--- src/rtl/branch_ctrl.sv ---
// branch_ctrl: resolves one conditional branch (BEQ/BNE) at a time for the
// decode stage and issues a single-cycle PC redirect when it is taken.
//
// Handshake: a branch transfers on a rising edge where BrValid=1 and
// BrAccept=1 and ExFlush=0. BrAccept is high only in IDLE. BrValid seen in
// any other state is ignored, not queued. The producer must hold its
// branch until it sees the transfer.
//
// Ports
//   clk, rst_n             clock; synchronous active-low reset
//   BrValid, BrType        branch present; 0=BEQ, 1=BNE
//   BrTarget[31:0]         branch target address
//   RsReady/RtReady        operand valid (no pending producer)
//   RsData/RtData[31:0]    operand values, meaningful while Ready is high
//   ExFlush                pipeline squash, overrides everything else
//   BrAccept, StallID      idle/capture ready; hold decode stage
//   PCSel, FlushIF         one-cycle redirect pulse (REDIRECT state only)
//   PCTarget[31:0]         redirect address, held between redirects
//   TakenCount, ResolvedCount [CNT_W-1:0]  wrapping statistics counters
//   ErrTimeout             sticky operand-wait timeout flag
//   dbg_state[1:0]         current FSM state (IDLE=0 WAIT_OPS=1 RESOLVE=2 REDIRECT=3)
module branch_ctrl #(
    parameter int unsigned MAX_WAIT = 4,
    parameter int unsigned CNT_W    = 16
) (
    input  logic             clk,
    input  logic             rst_n,
    input  logic             BrValid,
    input  logic             BrType,
    input  logic [31:0]      BrTarget,
    input  logic             RsReady,
    input  logic             RtReady,
    input  logic [31:0]      RsData,
    input  logic [31:0]      RtData,
    input  logic             ExFlush,
    output logic             BrAccept,
    output logic             StallID,
    output logic             PCSel,
    output logic             FlushIF,
    output logic [31:0]      PCTarget,
    output logic [CNT_W-1:0] TakenCount,
    output logic [CNT_W-1:0] ResolvedCount,
    output logic             ErrTimeout,
    output logic [1:0]       dbg_state
);

    typedef enum logic [1:0] {
        IDLE     = 2'd0,
        WAIT_OPS = 2'd1,
        RESOLVE  = 2'd2,
        REDIRECT = 2'd3
    } state_t;

    // The wait counter increments once per non-ready WAIT_OPS cycle, so the
    // cycle in which it would reach MAX_WAIT is the one where it holds
    // MAX_WAIT-1; that cycle ends the wait.
    localparam logic [3:0]       WAIT_LAST = 4'(MAX_WAIT - 1);
    localparam logic [CNT_W-1:0] CNT_ONE   = CNT_W'(1);

    state_t             state;
    state_t             state_nxt;
    logic               br_type_q;
    logic [31:0]        br_target_q;
    logic [31:0]        rs_q;
    logic [31:0]        rt_q;
    logic [3:0]         wait_cnt;
    logic [31:0]        pc_target_q;
    logic [CNT_W-1:0]   taken_q;
    logic [CNT_W-1:0]   resolved_q;
    logic               err_q;

    logic               cap_br;
    logic               cap_ops;
    logic               clr_wait;
    logic               inc_wait;
    logic               set_err;
    logic               inc_resolved;
    logic               inc_taken;
    logic               load_pc;
    logic               ops_ready;
    logic               taken;

    assign ops_ready = RsReady & RtReady;
    assign taken     = br_type_q ? (rs_q != rt_q) : (rs_q == rt_q);

    // Next-state and datapath enables
    always_comb begin
        state_nxt    = state;
        cap_br       = 1'b0;
        cap_ops      = 1'b0;
        clr_wait     = 1'b0;
        inc_wait     = 1'b0;
        set_err      = 1'b0;
        inc_resolved = 1'b0;
        inc_taken    = 1'b0;
        load_pc      = 1'b0;

        case (state)
            IDLE: begin
                if (BrValid) begin
                    cap_br = 1'b1;
                    if (ops_ready) begin
                        cap_ops   = 1'b1;
                        state_nxt = RESOLVE;
                    end else begin
                        clr_wait  = 1'b1;
                        state_nxt = WAIT_OPS;
                    end
                end
            end
            WAIT_OPS: begin
                if (ops_ready) begin
                    cap_ops   = 1'b1;
                    state_nxt = RESOLVE;
                end else if (wait_cnt == WAIT_LAST) begin
                    set_err   = 1'b1;
                    state_nxt = IDLE;
                end else begin
                    inc_wait = 1'b1;
                end
            end
            RESOLVE: begin
                inc_resolved = 1'b1;
                if (taken) begin
                    load_pc   = 1'b1;
                    state_nxt = REDIRECT;
                end else begin
                    state_nxt = IDLE;
                end
            end
            REDIRECT: begin
                inc_taken = 1'b1;
                state_nxt = IDLE;
            end
            default: state_nxt = IDLE;
        endcase

        // A squash abandons whatever is in flight: no capture, no counting,
        // no timeout, straight back to IDLE.
        if (ExFlush) begin
            state_nxt    = IDLE;
            cap_br       = 1'b0;
            cap_ops      = 1'b0;
            clr_wait     = 1'b0;
            inc_wait     = 1'b0;
            set_err      = 1'b0;
            inc_resolved = 1'b0;
            inc_taken    = 1'b0;
            load_pc      = 1'b0;
        end
    end

    // Moore outputs decoded from the state
    always_comb begin
        BrAccept = 1'b0;
        StallID  = 1'b1;
        PCSel    = 1'b0;
        FlushIF  = 1'b0;
        case (state)
            IDLE: begin
                BrAccept = 1'b1;
                StallID  = 1'b0;
            end
            REDIRECT: begin
                PCSel   = 1'b1;
                FlushIF = 1'b1;
            end
            default: ;
        endcase
    end

    always_ff @(posedge clk) begin
        if (!rst_n) begin
            state       <= IDLE;
            br_type_q   <= 1'b0;
            br_target_q <= 32'd0;
            rs_q        <= 32'd0;
            rt_q        <= 32'd0;
            wait_cnt    <= 4'd0;
            pc_target_q <= 32'd0;
            taken_q     <= '0;
            resolved_q  <= '0;
            err_q       <= 1'b0;
        end else begin
            state <= state_nxt;
            if (cap_br) begin
                br_type_q   <= BrType;
                br_target_q <= BrTarget;
            end
            if (cap_ops) begin
                rs_q <= RsData;
                rt_q <= RtData;
            end
            if (clr_wait) begin
                wait_cnt <= 4'd0;
            end else if (inc_wait) begin
                wait_cnt <= wait_cnt + 4'd1;
            end
            // PCTarget is loaded on entry to REDIRECT so it shows the
            // captured target for exactly the pulse cycle and holds after.
            if (load_pc) begin
                pc_target_q <= br_target_q;
            end
            if (inc_taken) begin
                taken_q <= taken_q + CNT_ONE;
            end
            if (inc_resolved) begin
                resolved_q <= resolved_q + CNT_ONE;
            end
            if (set_err) begin
                err_q <= 1'b1;
            end
        end
    end

    assign PCTarget      = pc_target_q;
    assign TakenCount    = taken_q;
    assign ResolvedCount = resolved_q;
    assign ErrTimeout    = err_q;
    assign dbg_state     = state;

endmodule

--- config.mk ---
export PLATFORM = sky130hd
export DESIGN_NAME = branch_ctrl
export DESIGN_NICKNAME = d
export VERILOG_FILES = /design/src/rtl/branch_ctrl.sv
export SDC_FILE = /design/constraint.sdc
export NUM_CORES = 1
export LEC_CHECK = 0
export ABC_AREA = 1
export CAP_MARGIN = 20
export CORE_ASPECT_RATIO = 1.25
export CORE_MARGIN = 2
export CORE_UTILIZATION = 49
export CTS_BUF_LIST = sky130_fd_sc_hd__clkbuf_16
export DETAILED_ROUTE_END_ITERATION = 8
export GPL_TIMING_DRIVEN = 0
export PLACE_DENSITY = 0.8
export SLEW_MARGIN = 15
export SYNTH_ARGS = -nofsm -noshare
export SYNTH_HDL_FRONTEND = slang
export SYNTH_SLANG_ARGS = --single-unit
export TNS_END_PERCENT = 20
--- constraint.sdc ---
create_clock -name clk -period 2.1 [get_ports clk]
set_clock_uncertainty 0.2 [all_clocks]
set_input_delay 0.315 -clock clk [delete_from_list [all_inputs] [get_ports clk]]
set_output_delay 0.315 -clock clk [all_outputs]
set_load 0.005 [all_outputs]
# --- Yosys cells after proc, flatten, opt, wreduce, memory -nomap -nowiden ---
# Index checks and enable logic that the tools add are counted.
# Widths: inputs -> output; s select.
totals:
  ff_bits: 168
op_classes:
  n_reduce_logical: 4
  addsub: 3
  n_eq_ne: 8
  bitwise: 2
  mux: 35
ops:
  columns: ["operator", "n"]
  rows:
  - ["$add 16x1->16 const B", 2]
  - ["$eq 32x32->1", 1]
  - ["$ne 32x32->1", 1]
  - ["$mux 1", 28]
  - ["$mux 2", 5]
  - ["$pmux 2 s4", 1]
  - ["$add 4x1->4 const B", 1]
  - ["$eq 2x2->1 const B", 2]
  - ["$eq 4x2->1 const B", 1]
  - ["$reduce_or 2->1", 2]
  - ["$ne 3x3->1 const B", 1]
  - ["$eq 2x1->1 const B", 1]
  - ["$logic_not 2->1", 1]
  - ["$ne 2x2->1 const B", 1]
  - ["$pmux 1 s2", 1]
  - ["$reduce_and 2->1", 1]
  - ["$and 1x1->1", 1]
  - ["$not 1->1", 1]

# --- Logic depth before layout (Yosys ltp) ---
# Gate-level depths: netlist of the first run.
depth:
  word_depth: 6
  depth_mapped: 15

# --- Worst setup path before layout of the first run ---
# Ideal clock, no wire load.
synth_timing:
  path_kind: "register to register"
  startpoint: "register state[1], in the netlist dbg_state[1]"
  endpoint: "register resolved_q[14], in the netlist ResolvedCount[14]"
  stages_incl_launch_ff: 12
  path_slack_ps: 322
  arrival_ps: 1462
  path_buffers: 0
  t_required_ps: 1785
  setup_ps: 115
  path_cell_list: "dfxtp_1 -> inv_2 -> nor2_4 -> nand2_2 -> clkinv_2 -> nand2_2 -> nor2_4 -> nand2_2 -> nor4_4 -> inv_2 -> o21ai_1 -> nor2_1"
synth_between:
  elab_chain_len: 3
synth_rtl:
  columns: ["element", "line", "source"]
  rows:
  - ["start, declared", "60", "state_t state;"]
  - ["start signal, assigned", "185", "state <= state_nxt;"]
  - ["$eq 2x2->1", "98", "case (state)"]
  - ["$mux 1", "98", null]
  - ["$mux 1", "140", "if (ExFlush) begin"]
  - ["end signal, assigned", "208", "resolved_q <= resolved_q + CNT_ONE;"]
  - ["end, declared", "69", "logic [CNT_W-1:0] resolved_q;"]
# No other way between the ends.
# A chain may end at the register's enable or synchronous reset.

# --- Worst setup path in the final report of the first run ---
layout_timing:
  startpoint: "register rt_q[21]"
  endpoint: "register pc_target_q[17], in the netlist PCTarget[17]"
layout_between:
  elab_chain_len: 5
  elab_cells_between_ends: 6
  cone_classes: "eq/ne (2); mux (4)"
layout_rtl:
  columns: ["element", "line", "source"]
  rows:
  - ["start, declared", "65", "logic [31:0] rt_q;"]
  - ["start signal, assigned", "192", "rt_q <= RtData;"]
  - ["$eq 32x32->1 or $ne 32x32->1 (tied branches)", "84", "assign taken = br_type_q ? (rs_q != rt_q) : (rs_q == rt_q);"]
  - ["$mux 1 *", "84", null]
  - ["$mux 1 *", "124", "if (taken) begin"]
  - ["$mux 1 *", "98", null]
  - ["$mux 1 *", "140", null]
  - ["end signal, assigned", "202", "pc_target_q <= br_target_q;"]
  - ["end, declared", "67", "logic [31:0] pc_target_q;"]
# Every way passes the cells marked *; elsewhere a longest branch is shown, timed or not.

==> results_dict.tcl, run 1 <==
set metrics [dict create \
    critPathLaunch "rt_q[21]$_SDFFE_PN0P_" \
    ys_warn_count 0 \
    synth_xor_area_frac 0.0291 \
    timing.fmax_ghz 0.488 \
    finalMaxSlewViolations 0 \
    worstPathRequired_ns 2.18 \
    stdcell_count 1311 \
    cts_max_level 4 \
    design.core.area_sq_um 13800 \
    cp.arrival_ns 2.13 \
    rsz0062_at_grt "true" \
    cpMostUsedCell "nand2_1" \
    cts_tree "done" \
    powerDensity_nw_per_um2 739 \
    die_h_um 137 \
    io_buffers 173 \
    ctsHoldBuffers 0 \
    io_pins 174 \
    dr.pass1.iters 5 \
    synth_compound_area_frac 0.146 \
    critical_path.max_fanout 6 \
    path_buf_inv 4 \
    status "finished clean" \
    cp_slowest_cell "dfxtp_1" \
    nNetsFinal 1233 \
    synthesis.nets 1037 \
    drt_iter0_drc 358 \
    hp-start "ExFlush" \
    path_clk_slew_ns 0.07 \
    crit_chain "xnor2_2, buf_4, nand2_1, nor2_1, nand2_1, nor2_2, nand3_2, nand2_2, inv_4, buf_6, clkbuf_16, nand3_1, a21oi_1" \
    hpwlAfterDp_um 13900 \
    synth_top_cells_by_area "dfxtp_1 (49%), nor2_1 (10%), nand2_1 (8.0%), o21ai_0 (7.9%), a21oi_1 (6.1%)" \
    synth_top_cell_area_share 0.486 \
    area_growth_pct 40.1 \
    ys_types 32 \
    finalSetupViolCount 0 \
    cts_buffers 17 \
    die_area_sq_um 15100 \
    vias 6626 \
    die_x_um 110 \
    antenna_found_initial 0 \
    clock_latency_ns 0.42 \
    clock_sinks 168 \
    place_congestion 0.866 \
    drc 0 \
    drtAntennaViolNets 0 \
    grt_max_degree 17 \
    crit_type "reg -> reg" \
    timing.slew.headroom 0.575 \
    syn-cell-area_sq_um 6930 \
    ir_drop_mv 0.513 \
    leakage_uw 0.00378 \
    hold_viol 0 \
    avgSynthCellArea_sq_um 7.44 \
    muxShareOfSynthArea 0 \
    maxCapViolCount 0 \
    worst_slew_pin_slew_ns 0.637 \
    reg2reg_from "rt_q[21]$_SDFFE_PN0P_" \
    routedWlPerCell_um 14.6 \
    ys_seq_elements 168 \
    cts-root-buf "clkbuf_16" \
    synth_area_leader_cell "dfxtp_1" \
    grt_overflow 0 \
    critPathTopFamily "simple AND/OR/NAND/NOR gates" \
    hold_path_class "in -> reg" \
    period_needed_ns 2.05 \
    post-route-period-util 0.976 \
    tns_ns 0 \
    rows 48 \
    cp-start-kind "register" \
    clock_path_buffers 2 \
    grt_pass1_wl_um 29900 \
    grt_pass1_vias 6368 \
    critPathMaxStageDelay_ns 0.39 \
    synth_top_family_by_area "simple AND/OR/NAND/NOR gates" \
    layout-drive-gt1-share 0.104 \
    viasPerCell 5.05 \
    synth_cells 931 \
    routed_wl_um 19200 \
    start_util 0.501 \
    grt_usage 0.255 \
    end_kind "register" \
    seq_area_frac_synth 0.486 \
    diodes 0 \
    place_inst 1279 \
    yosys.area_share.adder 0.00542 \
    yosys.area_share.simple 0.265 \
]
## state kept, by name, summed over array words and instances (netlist names)
signal         flops
ResolvedCount     16
ErrTimeout         1
wait_cnt           4
rt_q              32
TakenCount        16
dbg_state          2
rs_q              32
br_target_q       32
br_type_q          1
PCTarget          32
## area by class of cell
cell class | instances | area (sq um)
inverters | 74 | 282
clock buffers | 17 | 425
repair buffers | 178 | 1790
well taps | 175 | 219
multi-input cells | 643 | 3240
plain buffers | 45 | 228
flip-flops and latches | 168 | 3380
clock inverters | 11 | 138
fillers | 1158 | 4110
## cell families (layout without fill, tap and decap cells)
group | count (synthesis) | after routing
compound gates | 200 | 200
xor+xnor | 23 | 23
fa+ha+maj | 3 | 3
buf+inv | 120 | 325
flops | 168 | 168
simple gates | 417 | 417
## power breakdown
part | internal [uW] | total (uW) | switching (uW)
Clock | 1830 | 3040 | 1210
Combinational | 381 | 779 | 397
Sequential | 3290 | 3350 | 63.4
## cell usage after synthesis (all sizes together)
cell type / number
nor2: 193
nor4: 2
nand4: 2
buf: 11
ha: 3
xnor2: 21
a21oi: 84
clkinv: 1
clkbuf: 35
nor3: 13
xor2: 2
dfxtp: 168
o21ai: 112
o21a: 3
inv: 73
a31oi: 1
nand3: 49
nor3b: 6
nand2: 152
## cell usage in the layout (no fill, tap or decap), types with 7 or more instances in the layout
| master | n |
|---|---|
| nor2_1 | 179 |
| clkdlybuf4s50_1 | 171 |
| dfxtp_1 | 160 |
| nand2_1 | 139 |
| o21ai_0 | 110 |
| a21oi_1 | 82 |
| inv_1 | 66 |
| nand3_1 | 41 |
| clkbuf_1 | 33 |
| clkbuf_16 | 18 |
| nand2_2 | 12 |
| xnor2_1 | 11 |
| xnor2_2 | 10 |
| inv_2 | 8 |
| nor2_2 | 8 |
| nor3_1 | 7 |
## tightest hold or removal path, stage by stage
cell	delay (ns)
dlymetal6s2s_1	0.25
nor2_1	0.11
inv_1	0.06
a21oi_1	0.04
## layer usage
layer,GRT usage,vias up,part of all wire
met5,0,-,0
met4,0.0854,0,0.022
met3,0.0710,32,0.070
met2,0.444,199,0.50
met1,0.300,3015,0.41
li1,-,3380,-
## path summary, 6_finish.rpt
kind / end / slack [ns] / cells past startpoint
hold reg to reg: PCTarget[8]$_SDFFE_PN0P_ / 0.26 / 2
setup reg to reg: PCTarget[17]$_SDFFE_PN0P_ / 0.05 / 13
hold / removal: dbg_state[0]$_SDFFE_PP0P_ / 0.19 / 4
setup / recovery: PCTarget[17]$_SDFFE_PN0P_ / 0.05 / 13
## metrics by stage
step | utilization | total power [uW] | hold WS [ns] | instance area (sq um) | setup slack (ns)
CTS | 0.685 | 7130 | 0.260 | 9470 | 0.00758
finish | 0.702 | 7170 | 0.188 | 9700 | 0.0505
detailed placement | 0.643 | 4110 | 0.251 | 8880 | -0.448
global placement | 0.643 | 4100 | 0.246 | 8880 | -0.416
floorplan | - | 3770 | 0.244 | 6930 | 0.322
global route | 0.702 | 7450 | 0.220 | 9700 | -0.0512
## repair_timing
action                                  CTS  global route
pin swaps                                 0            23
gates cloned                              0             1
setup buffers                             0             4
endpoints found under the setup margin   54            74
resized for setup                        11            53
(Power assumes the default switching activity.)
==> inputs of run 2 (changes only) <==
ABC_AREA = unset   (was 1)
CTS_CLUSTER_SIZE = 30   (was unset)
PLACE_DENSITY = 0.79   (was 0.8)
==> results_dict.tcl, run 2 <==
set metrics [dict create \
    synth_cells 799 \
    clock_path_buffers 2 \
    timing.slew.headroom 0.581 \
    cts_buffers 17 \
    maxCapViolCount 0 \
    critPathMaxStageDelay_ns 0.36 \
    fin_util 0.680 \
    io_buffers 171 \
    cp-start-kind "register" \
    synth_top_cells_by_area "dfxtp_1 (48%), nand2_1 (15%), a21boi_0 (9.3%), xor2_1 (5.7%), mux2i_1 (5.0%)" \
    grt_pass1_vias 5861 \
    synth_top_cell_area_share 0.477 \
    critPathTopFamily "simple AND/OR/NAND/NOR gates" \
    drt_iter0_drc 251 \
    final_cell_mix "nand2_1 (273), clkdlybuf4s50_1 (168), dfxtp_1 (165)" \
    seq_area_frac_synth 0.477 \
    period_needed_ns 2.31 \
    layout_setup_ws_ns -0.214 \
    diodes 0 \
    syn-cell-area_sq_um 7050 \
    violations "setup timing" \
    timing.fmax_ghz 0.432 \
    ys_seq_elements 168 \
    path_clk_slew_ns 0.06 \
    end_kind "register" \
    cp_slowest_cell "nor4_2" \
    worstPathRequired_ns 2.25 \
    switchingPower_uw 1590 \
    place_area_sq_um 8980 \
    hold_path_class "in -> reg" \
    critical_path.max_fanout 5 \
    nNetsFinal 1100 \
    finalSetupViolCount 34 \
    grt_usage 0.227 \
    rsz0062_at_grt "true" \
    crit_type "reg -> reg" \
    worst_slew_pin_slew_ns 0.624 \
    leakage_uw 0.00364 \
    hold_slack_ns 0.145 \
    start_util 0.495 \
    synth_edf_count 0 \
    drtAntennaViolNets 0 \
    die_x_um 111 \
    ys_types 41 \
    hold_viol 0 \
    powerDensity_nw_per_um2 689 \
    cts_tree "done" \
    p_comb_frac 0.086 \
    synth_area_leader_cell "dfxtp_1" \
    stdcell_count 1185 \
    path_buf_inv 2 \
    cts-root-buf "clkbuf_16" \
    clock_sinks 168 \
    die_area_sq_um 15400 \
    sw_frac_of_total 0.239 \
    routed_wl_um 17400 \
    ys_warn_count 0 \
    place_inst 1148 \
    synthTopCellsByCount "nand2_1 (273), dfxtp_1 (168), a21boi_0 (87)" \
    layout-drive-gt1-share 0.0824 \
    seqPwrFrac 0.493 \
    antenna_found_initial 0 \
    power.internal_uw 5070 \
    dp_slack_ns -0.473 \
    ir_drop_mv 0.507 \
    place_congestion 0.800 \
    drc 0 \
    status "finished, violations left" \
    vias 5852 \
    viasPerCell 4.94 \
    async_flop_share 0 \
    die_h_um 138 \
    routedWlPerCell_um 14.6 \
    final_area_sq_um 9670 \
    area_growth_pct 37.2 \
    cp.arrival_ns 2.46 \
    hpwlAfterDp_um 12600 \
    grt_overflow 0 \
    grt_pass1_wl_um 28200 \
    regArea_sq_um 3370 \
    synthFlopType "dfxtp_1" \
    synth_most_common_cell "nand2_1" \
    clock_power_share 0.421 \
    grt_max_degree 17 \
    dr.pass1.iters 4 \
    rows 49 \
    final_common_cell "nand2_1" \
    design.core.area_sq_um 14200 \
    avgSynthCellArea_sq_um 8.82 \
    post-route-period-util 1.10 \
    synthesis.nets 905 \
    crit_chain "xor2_1, nor4_2, nand4_1, nor2_4, mux2i_4, buf_4, buf_8, mux2i_1" \
    finalMaxSlewViolations 0 \
    io_pins 174 \
    cts_max_level 4 \
    clock_latency_ns 0.42 \
    num-fill-cells 1196 \
    multi_input_area_sq_um 3480 \
    ctsHoldBuffers 0 \
]
==> run 2: worst paths after layout <==
kind	from	end	slack [ns]	cells past startpoint
max	rs_q[28]$_SDFFE_PN0P_	PCTarget[23]$_SDFFE_PN0P_	-0.21	8
min	ExFlush	br_target_q[31]$_SDFFE_PN0P_	0.15	4
max reg2reg	rs_q[28]$_SDFFE_PN0P_	PCTarget[23]$_SDFFE_PN0P_	-0.21	8
min reg2reg	br_target_q[17]$_SDFFE_PN0P_	br_target_q[17]$_SDFFE_PN0P_	0.25	2
==> run 2: final cells by class <==
type | count | area share
Tap cell | 178 | 0.0230
Timing Repair Buffer | 176 | 0.181
Multi-Input combinational cell | 580 | 0.360
Sequential cell | 168 | 0.349
Buffer | 50 | 0.0320
Clock inverter | 15 | 0.0107
Clock buffer | 17 | 0.0440
Inverter | 1 | 0.000388
==> run 2: worst register-to-register path: cells and delay by family (launching register included) <==
family / cells / cell delay [ns]
DFF: 1 / 0.32
muxes: 2 / 0.48
xor gates and xnor gates: 1 / 0.16
buffers and inverters: 2 / 0.31
and+or+nand+nor: 3 / 0.77
==> run 2: power groups by stage <==
| stage | logic (uW) | registers, uW | clock network (uW) |
|---|---|---|---|
| 3_5_place_dp | 544 | 3360 | 0 |
| 5_1_grt | 623 | 3290 | 3010 |
| 3_3_place_gp | 540 | 3350 | 0 |
| 6_report | 572 | 3290 | 2800 |
| 2_1_floorplan | 251 | 3350 | 0 |
| 4_1_cts | 567 | 3280 | 2860 |
==> run 2: logic make-up (layout without fill, tap and decap cells) <==
family                     after synthesis  after routing  synth area share
xor gates and xnor gates                61             61            0.0758
adders and majority gates                3              3           0.00533
buffers and inverters                   51            259            0.0371
muxes                                   36             36            0.0517
and+or+nand+nor                        370            370             0.239
DFF                                    168            168             0.477
AOI/OAI and AO/OA                      110            110             0.114
==> run 2: per-layer routing <==
metal,GRT usage,up-vias,wire [um]
li1,-,3000,-
met1,0.273,2681,7420
met3,0.0377,21,691
met5,0,-,0
met2,0.402,150,8940
met4,0.0903,0,310
==> run 2: what timing repair did <==
action                     CTS  global route
setup buffers                1             3
gates resized for setup     32            39
pin swaps                    2             3
gates cloned                 0             1
setup endpoints to repair  118           110
==> run 2: metrics by stage <==
step | power, uW | setup TNS, ns
2_1_floorplan | 3600 | 0
3_3_place_gp | 3900 | -34.17
3_5_place_dp | 3900 | -38.14
4_1_cts | 6710 | -5.01
5_1_grt | 6920 | -8.61
6_report | 6660 | -5.97
